===== src/rtl/fft_addr_sequencer_pkg.sv =====
// rtl/fft_addr_sequencer_pkg.sv - shared constants and state encoding for the FFT address sequencer
package fft_addr_sequencer_pkg;

  localparam int FFT_ADDR_BITS = 10;

  typedef enum logic [1:0] {
    ST_IDLE = 2'd0,
    ST_RD   = 2'd1,
    ST_WAIT = 2'd2,
    ST_WR   = 2'd3
  } seq_state_e;

  function automatic int half_n(input int addr_bits);
    return 1 << (addr_bits - 1);
  endfunction

  localparam int FFT_HALF_N = half_n(FFT_ADDR_BITS);

endpackage


===== src/rtl/fft_bfly_addr_gen.sv =====
// rtl/fft_bfly_addr_gen.sv - combinational radix-2 butterfly address and twiddle index generator
module fft_bfly_addr_gen
  import fft_addr_sequencer_pkg::*;
#(
  parameter int ADDR_BITS = FFT_ADDR_BITS
) (
  input  logic [3:0]           s_i,
  input  logic [ADDR_BITS-2:0] b_i,
  output logic [ADDR_BITS-1:0] addr_a_o,
  output logic [ADDR_BITS-1:0] addr_b_o,
  output logic [ADDR_BITS-2:0] twiddle_idx_o
);

  localparam logic [3:0] TW_TOP = 4'(ADDR_BITS - 1);

  logic [ADDR_BITS-2:0] pos_mask;
  logic [ADDR_BITS-2:0] pos;
  logic [ADDR_BITS-1:0] span;
  logic [ADDR_BITS-1:0] group_base;

  // Mask of the low s bits; in the last stage every bit of b is position.
  assign pos_mask      = ~({(ADDR_BITS-1){1'b1}} << s_i);
  assign pos           = b_i & pos_mask;
  assign span          = {{(ADDR_BITS-1){1'b0}}, 1'b1} << s_i;
  assign group_base    = ({1'b0, b_i} >> s_i) << (s_i + 4'd1);
  assign addr_a_o      = group_base | {1'b0, pos};
  assign addr_b_o      = addr_a_o | span;
  assign twiddle_idx_o = pos << (TW_TOP - s_i);

endmodule


===== src/rtl/fft_addr_sequencer.sv =====
// rtl/fft_addr_sequencer.sv - in-place radix-2 FFT RAM address and strobe sequencer
module fft_addr_sequencer
  import fft_addr_sequencer_pkg::*;
#(
  parameter int ADDR_BITS = FFT_ADDR_BITS,
  parameter int BFLY_LAT  = 2
) (
  input  logic                 Clk,
  input  logic                 reset,
  input  logic                 start,
  input  logic                 abort,
  output logic [ADDR_BITS-1:0] addrA,
  output logic [ADDR_BITS-1:0] addrB,
  output logic [ADDR_BITS-2:0] twiddle_idx,
  output logic                 bfly_en,
  output logic                 write_enableA,
  output logic                 write_enableB,
  output logic [3:0]           stage,
  output logic                 busy,
  output logic                 done
);

  localparam int                   HALF_N = half_n(ADDR_BITS);
  localparam logic [ADDR_BITS-2:0] LAST_B = (ADDR_BITS-1)'(HALF_N - 1);
  localparam logic [3:0]           LAST_S = 4'(ADDR_BITS - 1);
  localparam logic [2:0]           LAT    = 3'(BFLY_LAT);

  seq_state_e           state_q;
  logic [3:0]           s_q, s_d;
  logic [ADDR_BITS-2:0] b_q, b_d;
  logic [2:0]           wait_q;
  logic [ADDR_BITS-1:0] addr_a_q, addr_b_q;
  logic [ADDR_BITS-2:0] tw_q;
  logic                 bfly_en_q, we_q, busy_q, done_q;

  logic                 last_b, last_bfly;
  logic [3:0]           gen_s;
  logic [ADDR_BITS-2:0] gen_b;
  logic [ADDR_BITS-1:0] gen_addr_a, gen_addr_b;
  logic [ADDR_BITS-2:0] gen_tw;

  assign last_b    = (b_q == LAST_B);
  assign last_bfly = last_b && (s_q == LAST_S);
  assign b_d       = last_b ? '0 : b_q + (ADDR_BITS-1)'(1);
  assign s_d       = last_b ? s_q + 4'd1 : s_q;

  // In WR the generator looks ahead to the next butterfly; in IDLE s_q/b_q are zero.
  assign gen_s = (state_q == ST_WR) ? s_d : s_q;
  assign gen_b = (state_q == ST_WR) ? b_d : b_q;

  fft_bfly_addr_gen #(.ADDR_BITS(ADDR_BITS)) u_addr_gen (
    .s_i          (gen_s),
    .b_i          (gen_b),
    .addr_a_o     (gen_addr_a),
    .addr_b_o     (gen_addr_b),
    .twiddle_idx_o(gen_tw)
  );

  always_ff @(posedge Clk or posedge reset) begin
    if (reset) begin
      state_q   <= ST_IDLE;
      s_q       <= '0;
      b_q       <= '0;
      wait_q    <= '0;
      addr_a_q  <= '0;
      addr_b_q  <= '0;
      tw_q      <= '0;
      bfly_en_q <= 1'b0;
      we_q      <= 1'b0;
      busy_q    <= 1'b0;
      done_q    <= 1'b0;
    end else begin
      bfly_en_q <= 1'b0;
      we_q      <= 1'b0;
      done_q    <= 1'b0;
      if (abort) begin
        state_q  <= ST_IDLE;
        s_q      <= '0;
        b_q      <= '0;
        busy_q   <= 1'b0;
        addr_a_q <= '0;
        addr_b_q <= '0;
        tw_q     <= '0;
      end else begin
        unique case (state_q)
          ST_IDLE: begin
            if (start) begin
              state_q  <= ST_RD;
              busy_q   <= 1'b1;
              addr_a_q <= gen_addr_a;
              addr_b_q <= gen_addr_b;
              tw_q     <= gen_tw;
            end
          end
          ST_RD: begin
            state_q   <= ST_WAIT;
            wait_q    <= 3'd1;
            bfly_en_q <= 1'b1;
          end
          ST_WAIT: begin
            if (wait_q == LAT) begin
              state_q <= ST_WR;
              we_q    <= 1'b1;
            end else begin
              wait_q <= wait_q + 3'd1;
            end
          end
          ST_WR: begin
            if (last_bfly) begin
              state_q  <= ST_IDLE;
              busy_q   <= 1'b0;
              done_q   <= 1'b1;
              s_q      <= '0;
              b_q      <= '0;
              addr_a_q <= '0;
              addr_b_q <= '0;
              tw_q     <= '0;
            end else begin
              state_q  <= ST_RD;
              s_q      <= s_d;
              b_q      <= b_d;
              addr_a_q <= gen_addr_a;
              addr_b_q <= gen_addr_b;
              tw_q     <= gen_tw;
            end
          end
        endcase
      end
    end
  end

  assign addrA         = addr_a_q;
  assign addrB         = addr_b_q;
  assign twiddle_idx   = tw_q;
  assign bfly_en       = bfly_en_q;
  assign write_enableA = we_q;
  assign write_enableB = we_q;
  assign stage         = s_q;
  assign busy          = busy_q;
  assign done          = done_q;

endmodule

===== config.mk =====
export PLATFORM = sky130hd
export DESIGN_NAME = fft_addr_sequencer
export DESIGN_NICKNAME = d
export VERILOG_FILES = /design/src/rtl/fft_addr_sequencer_pkg.sv /design/src/rtl/fft_bfly_addr_gen.sv /design/src/rtl/fft_addr_sequencer.sv
export SDC_FILE = /design/constraint.sdc
export NUM_CORES = 1
export LEC_CHECK = 0
export ABC_AREA = 1
export BUFFER_PORTS_ARGS = -buffer_cell sky130_fd_sc_hd__buf_4
export CAP_MARGIN = 15
export CORE_MARGIN = 2
export CORE_UTILIZATION = 60
export CTS_BUF_LIST = sky130_fd_sc_hd__clkbuf_2
export DETAILED_ROUTE_END_ITERATION = 12
export GPL_TIMING_DRIVEN = 1
export HOLD_SLACK_MARGIN = 0.15
export PLACE_DENSITY_LB_ADDON = 0.15
export REMOVE_ABC_BUFFERS = 1
export SYNTH_ARGS = -nofsm -noshare
export SYNTH_HDL_FRONTEND = slang
export SYNTH_HIERARCHICAL = 1
export SYNTH_SLANG_ARGS = --single-unit

===== constraint.sdc =====
create_clock -name Clk -period 7.6 [get_ports Clk]
set_input_delay 0.76 -clock Clk [delete_from_list [all_inputs] [get_ports Clk]]
set_output_delay 0.76 -clock Clk [all_outputs]
set_load 0.02 [all_outputs]

# --- Word level (Yosys, flattened, before mapping) ---
# Index checks and enable logic that the tools add are counted.
classes:
  n_addsub: 5
  n_eq_ne: 10
  shifts: 5
  mux: 41
  n_bitwise: 5
  reduce_logical: 9
ops:
  columns: ["op", "n"]
  rows:
  - ["$mux W9", 8]
  - ["$mux W10", 6]
  - ["$pmux W10 S2", 2]
  - ["$mux W4", 5]
  - ["$pmux W9 S2", 1]
  - ["$mux W1", 12]
  - ["$or A10 B10 Y10", 1]
  - ["$or A10 B9 Y10", 1]
  - ["$shl A1 B4 Y10 const A", 1]
  - ["$shl A10 B4 Y10", 1]
  - ["$shr A9 B4 Y10", 1]
  - ["$add A9 B1 Y9 const B", 1]
  - ["$and A9 B9 Y9", 1]
  - ["$eq A9 B9 Y1 const B", 1]
  - ["$ne A3 B3 Y1 const B", 3]
  - ["$not A9 Y9", 1]
  - ["$shl A9 B4 Y9", 1]
  - ["$shl A9 B4 Y9 const A", 1]
  - ["$add A4 B1 Y4 const B", 2]
  - ["$pmux W2 S4", 1]
  - ["$mux W2", 3]
  - ["$pmux W3 S2", 1]
  - ["$reduce_and A3 Y1", 2]
  - ["$eq A2 B2 Y1 const B", 2]
  - ["other kinds (14)", 16]
totals:
  register_bits: 51
  in_bits: 4
  word_cells: 86

# --- Depth between registers and ports, before layout ---
# Gate-level depths: netlist of the first run.
depth:
  ltp_word: 11
  ltp_mapped: 23
  mapped_depth_nobuf: 22

# --- Hierarchy ---
# The synthesis of the first run kept the hierarchy.
modules_own_cells:
  columns: ["module", "instances", "cells_per_inst", "area_each_um2"]
  rows:
  - ["fft_addr_sequencer", 1, 313, 2620.0]
  - ["fft_bfly_addr_gen", 1, 253, 1283.7]

# --- Worst setup path before layout of the first run ---
# No wires, ideal clock.
synth_path:
  path_type: "register -> register"
  start: "reg b_q[0]"
  end: "reg addr_b_q[5] (netlist: addrB[5])"
  setup_time_ns: 0.076
  t_arrival_ns: 3.343
  required_time_ns: 7.524
  setup_slack_ns: 4.180
  stages_incl_launch_ff: 21
  n_path_buf: 4
  cell_sequence: "dfrtp_1 > ha_1 > nand3_1 > nor3_1 > ha_1 > nand2_1 > inv_1 > o21ai_0 > buf_4 > inv_2 > buf_4 > ha_1 > buf_2 > inv_1 > clkbuf_1 > nand3_1 > nand2_1 > nand2_1 > nand4_1 > nand4_1 > o21ai_1"
synth_between:
  elab_chain_len: 11
synth_lines:
  columns: ["item", "line", "source"]
  rows:
  - ["start: declaration", "fft_addr_sequencer.sv:30", "logic [ADDR_BITS-2:0] b_q, b_d;"]
  - ["start signal: assignment", "fft_addr_sequencer.sv:63", "b_q <= '0;"]
  - ["start signal: assignment", "fft_addr_sequencer.sv:79", "b_q <= '0;"]
  - ["start signal: assignment", "fft_addr_sequencer.sv:114", "b_q <= '0;"]
  - ["$eq A9 B9 Y1 (*)", "fft_addr_sequencer.sv:42", "assign last_b = (b_q == LAST_B);"]
  - ["$mux W4 (*)", "fft_addr_sequencer.sv:45", "assign s_d = last_b ? s_q + 4'd1 : s_q;"]
  - ["$mux W4 (*)", "fft_addr_sequencer.sv:48", "assign gen_s = (state_q == ST_WR) ? s_d : s_q;"]
  - ["via gen_s[1]", "fft_addr_sequencer.sv:37", "logic [3:0] gen_s;"]
  - ["branches (longest 4 deep; another with $add A4 B1 Y4)", null, null]
  - ["$or A10 B10 Y10 (*)", "fft_bfly_addr_gen.sv:27", "assign addr_b_o = addr_a_o | span;"]
  - ["via gen_addr_b[5]", "fft_addr_sequencer.sv:39", "logic [ADDR_BITS-1:0] gen_addr_a, gen_addr_b;"]
  - ["$mux W10, on equally long branches", "fft_addr_sequencer.sv:109, fft_addr_sequencer.sv:87", null]
  - ["$pmux W10 S2 (*)", "fft_addr_sequencer.sv:85", "unique case (state_q)"]
  - ["$mux W10 (*)", "fft_addr_sequencer.sv:76", "if (abort) begin"]
  - ["end signal: assignment", "fft_addr_sequencer.sv:91", "addr_b_q <= gen_addr_b;"]
  - ["end signal: assignment", "fft_addr_sequencer.sv:123", "addr_b_q <= gen_addr_b;"]
  - ["end: declaration", "fft_addr_sequencer.sv:32", "logic [ADDR_BITS-1:0] addr_a_q, addr_b_q;"]
# Mark *: on every way through the listed nets, which the timed path passes. The select of a mux whose other input is x is not followed.
# A chain may end at the register's enable or synchronous reset.

# --- Worst setup path after layout of the first run ---
layout_path:
  start: "reg state_q[1]"
  end: "reg addr_a_q[9] (netlist: addrA[9])"
layout_between:
  elab_chain_len: 8
layout_lines:
  columns: ["item", "line", "source"]
  rows:
  - ["start: declaration", "fft_addr_sequencer.sv:28", "seq_state_e state_q;"]
  - ["start signal: assignment", "fft_addr_sequencer.sv:61", "state_q <= ST_IDLE;"]
  - ["start signal: assignment", "fft_addr_sequencer.sv:77", "state_q <= ST_IDLE;"]
  - ["start signal: assignment", "fft_addr_sequencer.sv:88", "state_q <= ST_RD;"]
  - ["$eq A2 B2 Y1 (*)", "fft_addr_sequencer.sv:48", null]
  - ["$mux W4 (*)", "fft_addr_sequencer.sv:48", null]
  - ["via gen_s[1]", "fft_addr_sequencer.sv:37", null]
  - ["$add A4 B1 Y4 or $shr A9 B4 Y10 (tied branches)", "fft_bfly_addr_gen.sv:25", "assign group_base = ({1'b0, b_i} >> s_i) << (s_i + 4'd1);"]
  - ["$shl A10 B4 Y10 (*)", "fft_bfly_addr_gen.sv:25", null]
  - ["$or A10 B9 Y10 (*)", "fft_bfly_addr_gen.sv:26", "assign addr_a_o = group_base | {1'b0, pos};"]
  - ["via gen_addr_a[9]", "fft_addr_sequencer.sv:39", null]
  - ["$mux W10, on equally long branches", "fft_addr_sequencer.sv:109, fft_addr_sequencer.sv:87", null]
  - ["$pmux W10 S2 (*)", "fft_addr_sequencer.sv:85", null]
  - ["$mux W10 (*)", "fft_addr_sequencer.sv:76", null]
  - ["end signal: assignment", "fft_addr_sequencer.sv:90", "addr_a_q <= gen_addr_a;"]
  - ["end signal: assignment", "fft_addr_sequencer.sv:122", "addr_a_q <= gen_addr_a;"]
  - ["end: declaration", "fft_addr_sequencer.sv:32", null]
# The timed path passes the listed nets; every way through them passes the cells marked *. The select of a mux whose other input is x is not followed.

==> flow_summary_export.csv, run 1 <==
group,metric,value,unit
status,status,"finished clean",
finish,drive_gt1_share,13.1,%
floorplan,die-area,7170,um^2
finish,area_growth,8.40,%
setup_path,criticalPathCategory,"register to register",
finish,final_cell_mix,"163 x nand2_1, 85 x nand3_1, 51 x dfrtp_1",
route,drt_iter0_markers,277,
synth,synth_top_family_by_area,"simple AND/OR/NAND/NOR gates",
synth,ys_warn_count,6,
global_routing,first_global_vias,3408,
power_and_ir_drop,p_per_area,149,nW/um^2
clock_tree,htree_levels,2,
route,ant_nets,0,
place,hpwl,6.95,mm
clock_tree,clkTransAtPathRegs,0.29,ns
floorplan,start_util,61.8,%
synth,synthArstFlopShare,100,%
synth,synth_xor_area_share,0.224,%
floorplan,rows,29,
clock_tree,cts_buffers,5,
setup_path,required,7.97,ns
floorplan,die_w,84.7,um
setup_path,critPathCaptureType,"register",
setup_path,endpoint,"addrA[9]$_DFFE_PP0P_",
finish,layout_commonest_cell,"nand2_1",
clock_tree,cts-resized-gates,0,
place,dp.cells,655,
finish,fillerInstances,593,
synth,synthAdderAreaFrac,7.37,%
synth,syn_inst,566,
timing,tns,0,ns
timing,finalMaxSlewViolations,0,
route,routed_wl,9.39,mm
finish,regArea,1280,um^2
job,cap_violations,0,
route,drc_errors,0,
floorplan,die_y,84.7,um
global_routing,grt_usage,27.1,%
synth,syn_area,3900,um^2
power_and_ir_drop,vdd.ir_drop.worst,128,uV
timing,final-hold-violation-count,0,
finish,diodes,0,
hold_path,hold_path_class,"input pin to asynchronous set/reset pin",
synth,yosys.area.top_type,"dfrtp_1",
clock_tree,cts_hold_buf,0,
synth,synth.area.mux_share,0,%
floorplan,core-area,6310,um^2
timing,period_needed,3.86,ns
synth,synth_seq_cells,51,
synth,yosys.area_share.simple,38.5,%
finish,layout.nets,614,
route,routedWlPerCell,14.1,um
timing,fin_skew,0.0315,ns
clock_tree,max-clock-path-buffers,2,
timing,max_freq,259,MHz
global_routing,grt_overflow_total,0,
setup_path,start_kind,"register",
synth,ys.flop_type,"dfrtp_1",
route,vias_per_cell,5.78,
synth,ys_types,37,
setup_path,r2r_start,"state_q[1]$_DFFE_PP0P_",
setup_path,r2r_end,"addrA[9]$_DFFE_PP0P_",
timing,setup_viol,0,
clock_tree,cts_tree,"built",
place,place_congestion,0.967,
global_routing,grt_pass1_wl,16.2,mm
finish,final_cells,665,
synth,netlist.area_leader.share,32.7,%
clock_tree,postCtsSetupBuffers,0,
finish,multi_input_area,2240,um^2
timing,fin_crit_sh,50.8,%
synth,synth-compound-area-share,11.2,%
place,io_buffers,41,
setup_path,critPathArrivalTime,4.22,ns
synth,synth_edf_count,0,
synth,synthTopCellsByArea,"dfrtp_1 33%, nand2_1 16%, nand3_1 11%",
finish,final_util,67.0,%
route,vias,3847,
setup_path,critical_path.max_fanout,22,
timing,worst_pin_slew,0.956,ns
synth,syn_area_per_cell,6.90,um^2
global_routing,antenna_found_initial,0,
timing,rsz0062_at_grt,"no",
global_routing,grt_max_degree,52,
route,drt_pass1_iterations,5,
clock_tree,cts.sinks,51,
timing,relSlewSlack,36.1,%
clock_tree,worstSkewPairLatency,0.44,ns
setup_path,startpoint,"state_q[1]$_DFFE_PP0P_",
synth,ys_seq_area_share,32.7,%
setup_path,r2r_setup_slack,3.74,ns
clock_tree,root_buffer,"clkbuf_2",
setup_path,reg2reg_depth,14,
floorplan,io_pins,42,
power_and_ir_drop,leakagePower,0.00222,uW
## critical path: stages (launching register included)
cell and delay, ns:
dfrtp_1 0.49, ha_1 0.62, nand2_1 0.29, or2_0 0.29, o21ai_1 0.08, buf_4 0.27
inv_2 0.20, ha_1 0.44, inv_1 0.32, nand4_1 0.17, a21boi_2 0.18, a21oi_2 0.05
nand2_1 0.06, nand4_1 0.12, o21ai_1 0.19
## cells by family after synthesis
group / count (synthesis)
AOI/OAI and AO/OA: 81
and+or+nand+nor: 330
adders and majority gates: 23
DFF: 51
buffers and inverters: 80
xor gates and xnor gates: 1
## cells in the mapped netlist (2+ instances only)
cell type / number
nand2_1: 163
nand3_1: 85
dfrtp_1: 51
inv_1: 42
o21ai_1: 39
nand4_1: 35
nor2_1: 26
ha_1: 23
o21ai_0: 18
a21oi_1: 11
buf_2: 11
buf_4: 10
inv_2: 7
nor3_1: 6
buf_6: 5
nor2_2: 4
o22ai_1: 4
clkbuf_1: 3
nor2_4: 3
nand2_2: 2
o21ai_2: 2
## state kept, by name, summed over array words and instances, names as in the netlist
name / flops
twiddle_idx: 9
write_enableA: 1
wait_q: 3
state_q: 2
b_q: 9
busy: 1
bfly_en: 1
stage: 4
addrB: 10
addrA: 10
done: 1
## routing by layer
metal / part of all wire [%] / track usage [%] / wire, um
met5: 0 / 0 / 0
met4: 1.4 / 6.78 / 136
met3: 4.4 / 3.44 / 417
met2: 45 / 42.1 / 4270
met1: 49 / 40.2 / 4570
## where the power goes
part	switching, uW	total, uW	internal, uW
Clock	90.6	146	55.7
Combinational	126	178	52.1
Sequential	15.6	307	291
## cell type report
| cell class | count | share of cell area, % |
|---|---|---|
| inverters | 49 | 4.35 |
| flip-flops and latches | 51 | 30.2 |
| repair buffers | 45 | 8.63 |
| clock buffers | 5 | 0.591 |
| clock inverters | 3 | 1.03 |
| well taps | 77 | 2.28 |
| multi-input cells | 435 | 53.0 |
## metrics by stage
| step | power, uW | setup WS (ns) | instance area, um^2 | hold slack, ns |
|---|---|---|---|---|
| after floorplan | 433 | 2.91 | 3700 | 0.479 |
| after global placement | 481 | 3.97 | 4120 | 0.463 |
| after detailed placement | 487 | 3.87 | 4120 | 0.467 |
| after CTS | 636 | 3.77 | 4190 | 0.531 |
| after global routing | 675 | 3.36 | 4230 | 0.329 |
| final | 631 | 3.74 | 4230 | 0.321 |
## how the worst min path moves through the flow
stage                          start  cells past startpoint  slack [ns]                          to
3_5_place_dp        busy$_DFFE_PP0P_                      2        0.47            busy$_DFFE_PP0P_
4_1_cts         addrA[0]$_DFFE_PP0P_                      2        0.53        addrA[0]$_DFFE_PP0P_
2_1_floorplan  wait_q[1]$_DFFE_PP0P_                      2        0.48       wait_q[1]$_DFFE_PP0P_
6_report                       reset                      2        0.32  twiddle_idx[2]$_DFFE_PP0P_
3_3_place_gp        busy$_DFFE_PP0P_                      2        0.46            busy$_DFFE_PP0P_
5_1_grt                        reset                      2        0.33  twiddle_idx[2]$_DFFE_PP0P_
No activity file was read; power rests on OpenSTA's default activity.
==> run 2, diff against run 1 <==
--- a/config.mk
+++ b/config.mk
@@ -9,7 +9,7 @@
 export BUFFER_PORTS_ARGS = -buffer_cell sky130_fd_sc_hd__buf_4
 export CAP_MARGIN = 15
 export CORE_MARGIN = 2
-export CORE_UTILIZATION = 60
+export CORE_UTILIZATION = 56
 export CTS_BUF_LIST = sky130_fd_sc_hd__clkbuf_2
 export DETAILED_ROUTE_END_ITERATION = 12
 export GPL_TIMING_DRIVEN = 1
==> constraint.sdc (replaced) <==
create_clock -name Clk -period 3.3 [get_ports Clk]
set_input_delay 0.33 -clock Clk [delete_from_list [all_inputs] [get_ports Clk]]
set_output_delay 0.33 -clock Clk [all_outputs]
set_load 0.02 [all_outputs]
==> flow_summary_export.csv, run 2 (synthesis gave the netlist of run 1 again) <==
group,metric,value,unit
setup_path,cp_cell_sequence,"ha_2 > nand3_1 > nor3_2 > ha_2 > inv_1 > nand2_1 > nand3_1 > o21ai_2 > inv_4 > ha_2 > inv_1 > nand3_1 > inv_1 > nand3_1 > o21ai_0 > nand4_1 > o21ai_0",
place,place_area,4290,um^2
finish,stdcell_area,4520,um^2
route,vias,4062,
setup_path,critPathArrivalTime,3.46,ns
clock_tree,max-clock-path-buffers,2,
hold_path,hold_path_class,"input pin to asynchronous set/reset pin",
finish,area_growth,15.7,%
clock_tree,worstSkewPairLatency,0.45,ns
place,place_congestion,1.00,
route,routedWlPerCell,14.2,um
floorplan,core-area,6760,um^2
power_and_ir_drop,p_int,932,uW
setup_path,criticalPathCategory,"register to register",
finish,diodes,0,
setup_path,required,3.67,ns
power_and_ir_drop,switching_share,36.6,%
setup_path,critical_path.max_fanout,12,
power_and_ir_drop,seqPwrFrac,48.0,%
floorplan,die-area,7650,um^2
power_and_ir_drop,clkPwrFrac,22.9,%
timing,rsz0062_at_grt,"yes",
finish,final_cell_mix,"162 x nand2_1, 84 x nand3_1, 69 x buf_4",
clock_tree,root_buffer,"clkbuf_2",
global_routing,antenna_found_initial,0,
clock_tree,cts_tree,"built",
global_routing,grt_overflow_total,0,
floorplan,die_y,87.5,um
clock_tree,cts.sinks,51,
floorplan,start_util,57.8,%
floorplan,io_pins,42,
global_routing,grt_pass1_wl,16.3,mm
clock_tree,clkTransAtPathRegs,0.28,ns
setup_path,crit_top_cell,"nand3_1",
route,vias_per_cell,5.83,
power_and_ir_drop,combPwrFrac,29.1,%
route,drt_iter0_markers,306,
setup_path,slowest_stage,"dfrtp_1",
job,cap_violations,0,
timing,fin_crit_sh,93.9,%
status,status,"finished clean",
timing,final-hold-violation-count,0,
route,ant_nets,0,
global_routing,grt_max_degree,52,
global_routing,grt_usage,26.4,%
floorplan,die_w,87.5,um
route,routed_wl,9.89,mm
timing,fin_skew,0.0292,ns
place,hpwl,7.26,mm
timing,worst_pin_slew,0.954,ns
power_and_ir_drop,p_per_area,325,nW/um^2
route,topRoutingLayerUsed,"met4",
route,routed-wl-met2,4.59,mm
timing,setup_viol,0,
floorplan,rows,30,
route,route.met3.wl,470,um
setup_path,start_kind,"register",
route,drc_errors,0,
finish,layout.nets,643,
power_and_ir_drop,vdd.ir_drop.worst,231,uV
place,io_buffers,41,
clock_tree,htree_levels,2,
timing,relSlewSlack,36.3,%
global_routing,first_global_vias,3524,
power_and_ir_drop,p_sw,538,uW
finish,drive_gt1_share,19.3,%
finish,layout_commonest_cell,"nand2_1",
clock_tree,cts_buffers,5,
timing,finalMaxSlewViolations,0,
timing,period_needed,3.10,ns
place,dp.cells,680,
setup_path,slowest_delay,0.46,ns
power_and_ir_drop,leakagePower,0.00236,uW
timing,max_freq,323,MHz
setup_path,critPathCaptureType,"register",
route,drt_pass1_iterations,5,
route,wl_met1,4.72,mm
finish,final_util,66.9,%
finish,final_cells,697,
power_and_ir_drop,p_total,1470,uW
-- run 2: cell types whose count changed in the layout (fill, tap and decap cells not counted), sizes merged --
cell         delta
dlygate4sd3     +2
buf            +27
-- run 2: path summary, 6_finish.rpt --
kind                                    start                          to  slack (ns)  cells past startpoint
max                        b_q[0]$_DFFE_PP0N_        addrA[0]$_DFFE_PP0P_        0.20                     17
min                                     reset       wait_q[2]$_DFFE_PP0P_        0.39                      3
max reg2reg                b_q[0]$_DFFE_PP0N_        addrA[0]$_DFFE_PP0P_        0.20                     17
min reg2reg                  busy$_DFFE_PP0P_            busy$_DFFE_PP0P_        0.52                      2
max in group asynchronous               reset        addrB[6]$_DFFE_PP0P_        2.35                      4
min in group Clk                        start  twiddle_idx[1]$_DFFE_PP0P_        0.52                      6
-- run 2: per-stage QoR --
step	setup TNS, ns	worst slack [ns]	hold WS, ns
3_3_place_gp	0	0.257	0.461
6_report	0	0.203	0.390
2_1_floorplan	-36.56	-1.39	0.395
5_1_grt	-0.303	-0.0443	0.379
4_1_cts	0	0.0165	0.493
3_5_place_dp	0	0.137	0.467
-- run 2: per-layer routing --
layer | up-vias | track usage (%)
met5 | - | 0
met3 | 13 | 2.84
li1 | 1997 | -
met1 | 1921 | 38.5
met2 | 131 | 42.2
met4 | 0 | 5.59
-- run 2: layout make-up --
class | count | area [um^2]
timing repair buffer | 74 | 581
multi-input combinational | 435 | 2300
tap | 80 | 100
sequential | 51 | 1280
clock inverter | 3 | 43.8
inverter | 49 | 186
fill | 619 | 2240
clock buffer | 5 | 25.0
-- run 2: what timing repair did --
item                                    in CTS  in global routing
hold buffers                                 2                  0
resized for setup                            0                 25
hold endpoints to repair                    21                  0
setup buffers                                0                  6
endpoints found under the setup margin       0                 29
-- run 2: power groups by stage --
stage	Sequential, uW	Combinational [uW]	Clock [uW]
2_1_floorplan	738	258	0
3_3_place_gp	714	407	0
3_5_place_dp	716	420	0
4_1_cts	705	423	352
5_1_grt	714	484	371
6_report	705	428	337
-- run 2: critical path: cells and delay by family (launching register included) --
kind,cells,cell delay (ns)
buffers and inverters,4,0.61
DFF,1,0.46
adders and majority gates,3,0.77
AOI/OAI and AO/OA,3,0.44
and+or+nand+nor,7,0.74
==> run 3, diff against run 2 <==
--- a/config.mk
+++ b/config.mk
@@ -8,7 +8,6 @@
 export ABC_AREA = 1
 export BUFFER_PORTS_ARGS = -buffer_cell sky130_fd_sc_hd__buf_4
 export CAP_MARGIN = 15
-export CORE_MARGIN = 2
 export CORE_UTILIZATION = 56
 export CTS_BUF_LIST = sky130_fd_sc_hd__clkbuf_2
 export DETAILED_ROUTE_END_ITERATION = 12
==> flow_summary_export.csv, run 3 (synthesis gave the netlist of run 1 again) <==
group,metric,value,unit
status,status,"finished clean",
floorplan,core-area,6760,um^2
clock_tree,worstSkewPairLatency,0.44,ns
route,ant_nets,0,
place,hpwl,7.08,mm
timing,fin_skew,0.00839,ns
setup_path,r2r_start,"b_q[1]$_DFFE_PP0N_",
finish,layout_commonest_cell,"nand2_1",
timing,setup_viol,0,
route,drc_errors,0,
clock_tree,max-clock-path-buffers,2,
power_and_ir_drop,vdd.ir_drop.worst,200,uV
route,vias,4006,
clock_tree,cts_tree,"built",
global_routing,grt_pass1_wl,16.5,mm
timing,worst_pin_slew,0.974,ns
setup_path,critPathArrivalTime,3.48,ns
timing,fin_crit_sh,93.7,%
route,routedWlPerCell,14.0,um
finish,layout.nets,641,
finish,final_cell_mix,"162 x nand2_1, 84 x nand3_1, 67 x buf_4",
timing,max_freq,323,MHz
global_routing,antenna_found_initial,0,
floorplan,die-area,7310,um^2
global_routing,grt_overflow_total,0,
finish,drive_gt1_share,18.7,%
place,place_ws,0.148,ns
hold_path,hold_path_class,"input pin to asynchronous set/reset pin",
clock_tree,clkTransAtPathRegs,0.27,ns
global_routing,grt_usage,27.6,%
timing,final-hold-violation-count,0,
timing,finalMaxSlewViolations,0,
floorplan,rows,30,
clock_tree,htree_levels,2,
clock_tree,cts.sinks,51,
setup_path,required,3.69,ns
clock_tree,cts_buffers,5,
setup_path,reg2reg_depth,17,
setup_path,criticalPathCategory,"register to register",
finish,diodes,0,
place,place_area,4270,um^2
place,io_buffers,41,
setup_path,start_kind,"register",
finish,area_growth,14.9,%
route,drt_iter0_markers,261,
clock_tree,root_buffer,"clkbuf_2",
global_routing,grt_max_degree,52,
timing,period_needed,3.09,ns
job,cap_violations,0,
floorplan,io_pins,42,
route,routed_wl,9.76,mm
route,drt_pass1_iterations,5,
global_routing,first_global_vias,3586,
timing,relSlewSlack,34.9,%
floorplan,die_w,85.5,um
finish,stdcell_area,4490,um^2
setup_path,r2r_setup_slack,0.21,ns
setup_path,startpoint,"b_q[1]$_DFFE_PP0N_",
floorplan,start_util,57.8,%
setup_path,critPathCaptureType,"register",
setup_path,critical_path.max_fanout,5,
power_and_ir_drop,p_per_area,329,nW/um^2
route,vias_per_cell,5.76,
power_and_ir_drop,leakagePower,0.00234,uW
timing,setup_ws,0.209,ns
floorplan,die_y,85.5,um
place,place_congestion,1.06,
setup_path,r2r_end,"addrB[6]$_DFFE_PP0P_",
[run 3: cell count changes in the layout (fill, tap and decap cells not counted), sizes merged]
cell	change
buf	-2
clkinvlp	+1
inv	-1
[run 3: routing by layer]
metal  up-vias  share of wire (%)  global-route usage [%]
li1       1997                  -                       -
met1      1847                 47                    38.8
met2       143                 46                    44.9
met3        19                5.9                    4.04
met4         0                1.6                    7.27
met5         -                  0                       0
[run 3: repair_timing]
item,in CTS,in global routing
setup buffers,0,7
hold endpoints to repair,18,0
resized for setup,0,20
setup endpoints to repair,0,28
hold buffers,2,0
[run 3: worst max-delay path by stage]
stage,end,slack (ns),depth (start not counted)
after detailed placement,twiddle_idx[8]$_DFFE_PP0P_,0.15,21
after global placement,addrB[1]$_DFFE_PP0P_,0.25,19
final,addrB[6]$_DFFE_PP0P_,0.21,17
after floorplan,addrB[4]$_DFFE_PP0P_,-1.39,13
after CTS,twiddle_idx[8]$_DFFE_PP0P_,0.06,21
after global routing,twiddle_idx[7]$_DFFE_PP0P_,-0.05,22
[run 3: critical path: stages (launching register included)]
cell     delay (ns)
dfrtp_1        0.43
ha_2           0.20
nand3_1        0.10
nor3_2         0.12
ha_2           0.24
nand2_1        0.10
or2_0          0.26
o21ai_2        0.13
ha_1           0.21
inv_1          0.05
ha_1           0.36
inv_1          0.11
buf_4          0.17
nand3_1        0.11
nand3_1        0.12
nand3_1        0.08
nand4_1        0.10
o21ai_1        0.15
[run 3: power breakdown]
part	switching, uW	leakage [uW]	internal [uW]
combinational	294	0.00160	134
sequential	33.5	0.000703	670
clock	214	0.0000429	128
[run 3: through the flow]
| stage | util (%) | setup TNS, ns | hold slack (ns) | cells | total power, uW |
|---|---|---|---|---|---|
| after floorplan | - | -36.56 | 0.395 | 535 | 997 |
| after CTS | 64.5 | 0 | 0.497 | 687 | 1470 |
| after global placement | 63.1 | 0 | 0.461 | 677 | 1120 |
| after detailed placement | 63.1 | 0 | 0.467 | 677 | 1130 |
| final | 66.4 | 0 | 0.448 | 695 | 1470 |
| after global routing | 66.4 | -0.134 | 0.440 | 695 | 1570 |
[run 3: final cells by class]
cell class / count / area, um^2
clock buffer: 5 / 25.0
clock inverter: 3 / 43.8
fill: 627 / 2270
inverter: 49 / 188
multi-input combinational: 435 / 2290
sequential: 51 / 1280
tap: 80 / 100
timing repair buffer: 72 / 566
